### config.mk
export PLATFORM = sky130hd
export DESIGN_NAME = imem_loader
export DESIGN_NICKNAME = d
export VERILOG_FILES = /design/src/rtl/imem_loader.sv
export SDC_FILE = /design/constraint.sdc
export NUM_CORES = 1
export LEC_CHECK = 0
export BUFFER_PORTS_ARGS = -buffer_cell sky130_fd_sc_hd__buf_2
export CAP_MARGIN = 30
export CORE_MARGIN = 2
export CORE_UTILIZATION = 50
export CTS_BUF_LIST = sky130_fd_sc_hd__clkbuf_2 sky130_fd_sc_hd__clkbuf_4 sky130_fd_sc_hd__clkbuf_8
export DETAILED_ROUTE_END_ITERATION = 7
export GPL_TIMING_DRIVEN = 0
export PLACE_DENSITY = 0.68
export SLEW_MARGIN = 20
export SYNTH_ARGS = -nofsm -noshare
export SYNTH_HDL_FRONTEND = slang
export SYNTH_SLANG_ARGS = --single-unit
### constraint.sdc
create_clock -name clk -period 3 [get_ports clk]
set_input_delay 0.45 -clock clk [delete_from_list [all_inputs] [get_ports clk]]
set_output_delay 0.45 -clock clk [all_outputs]
set_load 0.02 [all_outputs]
### src/rtl/imem_loader.sv
// imem_loader: byte-stream boot loader for the instruction memory.
// Parses HDR, a 16-bit word count and little-endian words, then writes them.
module imem_loader #(
    parameter int         ADDR_W = 8,
    parameter logic [7:0] HDR    = 8'hA5
) (
    input  logic              clk,
    input  logic              rst,
    input  logic              in_valid,
    input  logic [7:0]        in_data,
    output logic              in_ready,
    output logic              imem_we,
    output logic [ADDR_W-1:0] imem_waddr,
    output logic [31:0]       imem_wdata,
    output logic              core_hold,
    output logic              done,
    output logic              err
);

    localparam logic [2:0] S_IDLE   = 3'd0;
    localparam logic [2:0] S_CNT_LO = 3'd1;
    localparam logic [2:0] S_CNT_HI = 3'd2;
    localparam logic [2:0] S_DATA   = 3'd3;
    localparam logic [2:0] S_FIN    = 3'd4;

    logic [2:0]        r_state;
    logic [2:0]        w_next;
    logic [15:0]       r_cnt;
    logic [15:0]       r_widx;
    logic [1:0]        r_bidx;
    logic [23:0]       r_buf;
    logic              r_we;
    logic [ADDR_W-1:0] r_waddr;
    logic [31:0]       r_wdata;
    logic              r_hold;
    logic              r_done;
    logic              r_err;

    logic              w_acc;
    logic              w_is_hdr;
    logic [15:0]       w_cnt_full;
    logic              w_last;
    logic              w_inrange;

    // Word index is kept at full count width so words past the memory
    // depth can be recognised and dropped instead of aliasing.
    assign in_ready   = !rst && (r_state != S_FIN);
    assign w_acc      = in_valid && in_ready;
    assign w_is_hdr   = (in_data == HDR);
    assign w_cnt_full = {in_data, r_cnt[7:0]};
    assign w_last     = (r_widx == (r_cnt - 16'd1));
    assign w_inrange  = ({1'b0, r_widx} < (17'd1 << ADDR_W));

    assign imem_we    = r_we;
    assign imem_waddr = r_waddr;
    assign imem_wdata = r_wdata;
    assign core_hold  = r_hold;
    assign done       = r_done;
    assign err        = r_err;

    // Frame parser next-state decision.
    always_comb begin
        w_next = r_state;
        unique case (r_state)
            S_IDLE:   if (w_acc && w_is_hdr) w_next = S_CNT_LO;
            S_CNT_LO: if (w_acc) w_next = S_CNT_HI;
            S_CNT_HI: begin
                if (w_acc) begin
                    w_next = (w_cnt_full == 16'd0) ? S_FIN : S_DATA;
                end
            end
            S_DATA: begin
                if (w_acc && (r_bidx == 2'd3) && w_last) w_next = S_FIN;
            end
            S_FIN:    w_next = S_IDLE;
            default:  w_next = S_IDLE;
        endcase
    end

    // State, datapath and registered outputs.
    always_ff @(posedge clk) begin
        if (rst) begin
            r_state <= S_IDLE;
            r_cnt   <= '0;
            r_widx  <= '0;
            r_bidx  <= '0;
            r_buf   <= '0;
            r_we    <= 1'b0;
            r_waddr <= '0;
            r_wdata <= '0;
            r_hold  <= 1'b0;
            r_done  <= 1'b0;
            r_err   <= 1'b0;
        end else begin
            r_state <= w_next;
            r_hold  <= (w_next != S_IDLE);
            r_done  <= (w_next == S_FIN);
            r_we    <= 1'b0;
            unique case (r_state)
                S_IDLE: begin
                    if (w_acc && w_is_hdr) r_err <= 1'b0;
                end
                S_CNT_LO: begin
                    if (w_acc) r_cnt[7:0] <= in_data;
                end
                S_CNT_HI: begin
                    if (w_acc) begin
                        r_cnt[15:8] <= in_data;
                        r_widx      <= '0;
                        r_bidx      <= '0;
                    end
                end
                S_DATA: begin
                    if (w_acc) begin
                        if (r_bidx == 2'd3) begin
                            r_bidx  <= '0;
                            r_widx  <= r_widx + 16'd1;
                            r_waddr <= r_widx[ADDR_W-1:0];
                            r_wdata <= {in_data, r_buf};
                            if (w_inrange) r_we  <= 1'b1;
                            else           r_err <= 1'b1;
                        end else begin
                            r_bidx <= r_bidx + 2'd1;
                            unique case (r_bidx)
                                2'd0:    r_buf[7:0]   <= in_data;
                                2'd1:    r_buf[15:8]  <= in_data;
                                default: r_buf[23:16] <= in_data;
                            endcase
                        end
                    end
                end
                default: ;
            endcase
        end
    end

endmodule

==> impl_results.html <==
<table>
<tr><th>Metric</th><th>Value</th></tr>
<tr><th colspan="2">Hold path</th></tr>
<tr><td>Worst min-delay path category</td><td>in -&gt; reg</td></tr>
<tr><th colspan="2">Layout</th></tr>
<tr><td>Register cell area after layout</td><td>2102 um^2</td></tr>
<tr><td>Post-layout instance area</td><td>about 5400 um^2</td></tr>
<tr><td>Fraction of final layout cells with drive strength greater than 1</td><td>between 10% and 20%</td></tr>
<tr><td>Fillers</td><td>between 800 and 900</td></tr>
<tr><td>Share of the core filled with cells</td><td>58.12%</td></tr>
<tr><td>Final antenna diode count</td><td>0</td></tr>
<tr><td>Number of nets in the layout</td><td>between 600 and 700</td></tr>
<tr><td>Layout-stage area growth over the synthesis result</td><td>13.19%</td></tr>
<tr><td>Multi-input gate area in the final layout</td><td>2424 um^2</td></tr>
<tr><th colspan="2">Synth</th></tr>
<tr><td>Commonest cells in the synthesized netlist</td><td>sky130_fd_sc_hd__nand2_1, sky130_fd_sc_hd__dfxtp_1, sky130_fd_sc_hd__a21oi_1, sky130_fd_sc_hd__nor2_1, sky130_fd_sc_hd__clkbuf_1</td></tr>
<tr><td>Synthesized cell area</td><td>4745 um^2</td></tr>
<tr><td>Combinational family with the most area after synthesis</td><td>simple AND/OR/NAND/NOR gates</td></tr>
<tr><td>Most frequently used flop master after synthesis</td><td>sky130_fd_sc_hd__dfxtp_1</td></tr>
<tr><td>Leading post-synthesis cells by cell area</td><td>sky130_fd_sc_hd__dfxtp_1, sky130_fd_sc_hd__nand2_1, sky130_fd_sc_hd__a21oi_1, sky130_fd_sc_hd__nor2_1, sky130_fd_sc_hd__mux2i_1</td></tr>
<tr><td>Post-synthesis share of cell area spent on and, or, nand and nor gates</td><td>roughly a quarter</td></tr>
<tr><td>Share of synthesized area occupied by flip-flops and latches</td><td>~44%</td></tr>
<tr><td>Cell with the most instances after synthesis</td><td>sky130_fd_sc_hd__nand2_1</td></tr>
<tr><td>Flop and latch count out of synthesis</td><td>105</td></tr>
<tr><td>Fraction of synthesized cell area in xor and xnor cells</td><td>5.723%</td></tr>
<tr><td>Post-Synth Adder-Cell Area</td><td>roughly 1.6%</td></tr>
<tr><td>Total of warnings raised by yosys</td><td>0</td></tr>
<tr><td>Async S/R FF share, synth</td><td>0%</td></tr>
<tr><td>Count of flip-flops with a built-in enable after synthesis</td><td>0</td></tr>
<tr><td>Mean instance size in the synthesized netlist</td><td>8.042 um^2</td></tr>
<tr><td>Leading area contributor after synthesis</td><td>sky130_fd_sc_hd__dfxtp_1</td></tr>
<tr><td>Number of library cell types mapped by synthesis</td><td>55</td></tr>
<tr><td>Synthesized Nets</td><td>~600</td></tr>
<tr><td>Cells after synthesis</td><td>between 500 and 600</td></tr>
<tr><td>Synth top area share</td><td>between 40% and 50%</td></tr>
<tr><td>Fraction of the mapped netlist area in compound gates</td><td>between 10% and 20%</td></tr>
<tr><td>Multiplexer area fraction after synthesis</td><td>about 3.8%</td></tr>
<tr><th colspan="2">GRT</th></tr>
<tr><td>Number of antenna violations at the first check in global routing</td><td>0</td></tr>
<tr><td>Gr ovfl total</td><td>0</td></tr>
<tr><td>Largest net degree at the start of global routing</td><td>18</td></tr>
<tr><td>Vias in the first global route</td><td>between 4000 and 5000</td></tr>
<tr><td>Combined global-route utilization of all metal layers</td><td>24.66%</td></tr>
<tr><td>Global-route wire length before repair</td><td>~20000 um</td></tr>
<tr><th colspan="2">Clock tree</th></tr>
<tr><td>Maximum count of clock buffers along a single path</td><td>2</td></tr>
<tr><td>Post-cts gate resize count</td><td>0</td></tr>
<tr><td>Total setup buffers inserted after CTS</td><td>0</td></tr>
<tr><td>Register clock-pin slew on the reported worst setup and hold paths</td><td>0.10 ns</td></tr>
<tr><td>Number of hold-repair buffers added at the cts stage</td><td>0</td></tr>
<tr><td>Level count of the clock H-tree</td><td>3</td></tr>
<tr><td>TritonCTS clock tree</td><td>yes</td></tr>
<tr><td>Num CTS Buffers</td><td>9</td></tr>
<tr><td>Buffer cell driving the clock tree root</td><td>sky130_fd_sc_hd__clkbuf_8</td></tr>
<tr><td>CTS sink count</td><td>~110</td></tr>
<tr><td>Insertion delay of the later-clocked pin in the worst-skew pair</td><td>0.38 ns</td></tr>
<tr><th colspan="2">Floorplan</th></tr>
<tr><td>Die boundary height</td><td>just over 100 um</td></tr>
<tr><td>Die Span X</td><td>between 100 and 150 um</td></tr>
<tr><td># rows</td><td>35</td></tr>
<tr><td>Area of the die</td><td>10280 um^2</td></tr>
<tr><td>Initial cell density of the core</td><td>51.35%</td></tr>
<tr><td>I/O pin total</td><td>between 50 and 60</td></tr>
<tr><td>Core ar.</td><td>between 9000 and 10000 um^2</td></tr>
<tr><th colspan="2">Timing</th></tr>
<tr><td>Upper clock frequency limit</td><td>around 370 MHz</td></tr>
<tr><td>Setup repair after global routing missed its margin</td><td>no</td></tr>
<tr><td>Final TNS setup</td><td>0 ns</td></tr>
<tr><td>Worst-case headroom to the max-slew limit</td><td>41.58%</td></tr>
<tr><td>Slew Viols, Final</td><td>0</td></tr>
<tr><td>Final setup violation count</td><td>0</td></tr>
<tr><td>Hold_ws</td><td>just over 0.4 ns</td></tr>
<tr><td>Fin crit share</td><td>91.21%</td></tr>
<tr><td>Number of hold violations in the final report</td><td>0</td></tr>
<tr><td>Slew at the pin with the worst max-slew slack</td><td>between 0.8 and 0.9 ns</td></tr>
<tr><td>Post-route clock skew</td><td>around 0.013 ns</td></tr>
<tr><td>Post-route minimum period</td><td>about 2.7 ns</td></tr>
<tr><th colspan="2">Critical path</th></tr>
<tr><td>Max Fanout on Critical Path</td><td>7</td></tr>
<tr><td>Category of the worst setup path launch point</td><td>register</td></tr>
<tr><td>Worst path required time</td><td>3.26 ns</td></tr>
<tr><td>Sort of element at the end of the critical path</td><td>register</td></tr>
<tr><td>Arrival time of data at the critical path endpoint</td><td>between 2 and 3 ns</td></tr>
<tr><td>Class of the most critical setup path</td><td>reg -&gt; reg</td></tr>
<tr><td>Stage delay of the slowest cell on the critical path</td><td>between 0.5 and 0.6 ns</td></tr>
<tr><td>Series of cell instances along the critical path</td><td>inv_1 -&gt; ha_1 -&gt; or4b_1 -&gt; buf_2 -&gt; a2111oi_2 -&gt; o2bb2ai_1 -&gt; o22ai_1 -&gt; nor4_1 -&gt; o21ai_1</td></tr>
<tr><td>Max stage delay cell, worst path</td><td>sky130_fd_sc_hd__nor4_1</td></tr>
<tr><th colspan="2">Route</th></tr>
<tr><td>Initial DRC count</td><td>~200</td></tr>
<tr><td>Routed WL</td><td>around 12000 um</td></tr>
<tr><td>Wire length per cell</td><td>~15 um</td></tr>
<tr><td>Final ANT Viol Nets</td><td>0</td></tr>
<tr><td>Via density per instance</td><td>5.446</td></tr>
<tr><td>Total number of vias</td><td>4275</td></tr>
<tr><td>DRC violations left</td><td>0</td></tr>
<tr><td>Initial DRT Pass Iterations</td><td>4</td></tr>
<tr><th colspan="2">Power</th></tr>
<tr><td>Static leakage</td><td>between 0.002 and 0.0025 uW</td></tr>
<tr><td>VDD IR-drop max</td><td>0.0003374 V</td></tr>
<tr><td>Pwr per Cell Area</td><td>roughly 440 nW/um^2</td></tr>
<tr><td>Total power draw</td><td>between 2000 and 2500 uW</td></tr>
<tr><th colspan="2">Placement</th></tr>
<tr><td>Port Buf Inserts</td><td>50</td></tr>
<tr><td>Half-perimeter wire length after detailed placement</td><td>roughly 8900 um</td></tr>
<tr><td>Cell Area, Placed</td><td>5162 um^2</td></tr>
<tr><td>Final GP Congestion</td><td>0.9288</td></tr>
<tr><th colspan="2">Run status</th></tr>
<tr><td>Outcome</td><td>complete, no violations</td></tr>
<tr><th colspan="2">Job</th></tr>
<tr><td>MaxCap Viol Count</td><td>0</td></tr>
</table>
-- final timing paths --
path / start / endpoint / slack (ns) / cells past startpoint
hold reg to reg: imem_wdata[4] / imem_wdata[4] / 0.46 / 2
hold / removal: in_data[6] / r_cnt[14] / 0.41 / 3
setup / recovery: r_cnt[0] / r_state[0] / 0.26 / 9
setup reg to reg: r_cnt[0] / r_state[0] / 0.26 / 9
-- sequential cells by signal, indices dropped and copies added, names as in the netlist, 2 cells and up --
signal and count:
r_state 3, r_cnt 16, r_widx 16, r_bidx 2, imem_waddr 8, r_buf 24
imem_wdata 32
-- logic make-up after synthesis --
| logic type | after synthesis |
|---|---|
| AND/OR/NAND/NOR | 257 |
| AO/OA/AOI/OAI | 118 |
| flip-flops | 105 |
| buffers and inverters | 55 |
| XOR/XNOR | 31 |
| multiplexers | 18 |
| adder cells (fa/ha/maj) | 6 |
-- metrics by stage --
| stage | setup slack, ns | cells |
|---|---|---|
| after floorplan | 0.7276 | 590 |
| after global placement | 0.06443 | 769 |
| after detailed placement | 0.3068 | 769 |
| after CTS | 0.2894 | 785 |
| after global routing | 0.01092 | 785 |
| final | 0.2638 | 785 |
-- layer usage --
| metal | routed length [um] | global-route usage [%] |
|---|---|---|
| met2 | 5606 | 39.28 |
| met4 | 282 | 10.29 |
| met1 | 5493 | 32.59 |
| met3 | 711 | 5.176 |
| met5 | 0 | 0 |
-- cell type report --
type	count	area share, %
buffer	49	3.774
clock buffer	11	2.703
clock inverter	5	1.165
inverter	6	0.4194
multi-input combinational	430	45.13
sequential	105	39.14
tap	129	3.006
timing repair buffer	50	4.660
-- cells in the final DEF (no fill, tap or decap), drive strengths merged, types with 5 or more instances in the layout --
cell,n
nand2,127
dfxtp,105
a21oi,71
buf,57
clkbuf,53
nor2,49
nand3,22
xor2,18
mux2i,17
o21ai,17
nor4,14
xnor2,13
nor3,8
inv,8
and3,7
ha,6
or3,5
-- critical path, delay by kind of cell (launching register included) --
| kind | cells | cell delay [ns] |
|---|---|---|
| AND/OR/NAND/NOR | 2 | 0.97 |
| AO/OA/AOI/OAI | 4 | 0.80 |
| flip-flops | 1 | 0.37 |
| buffers and inverters | 2 | 0.25 |
| adder cells (fa/ha/maj) | 1 | 0.24 |
-- power breakdown --
group | switching, uW | internal, uW | total [uW]
registers | 0.0806 | 1390 | 1390
clock network | 491 | 426 | 917
logic | 50.8 | 11.5 | 62.3
total | 542 | 1830 | 2370
Note: power is estimated with default switching activity, not from simulation.
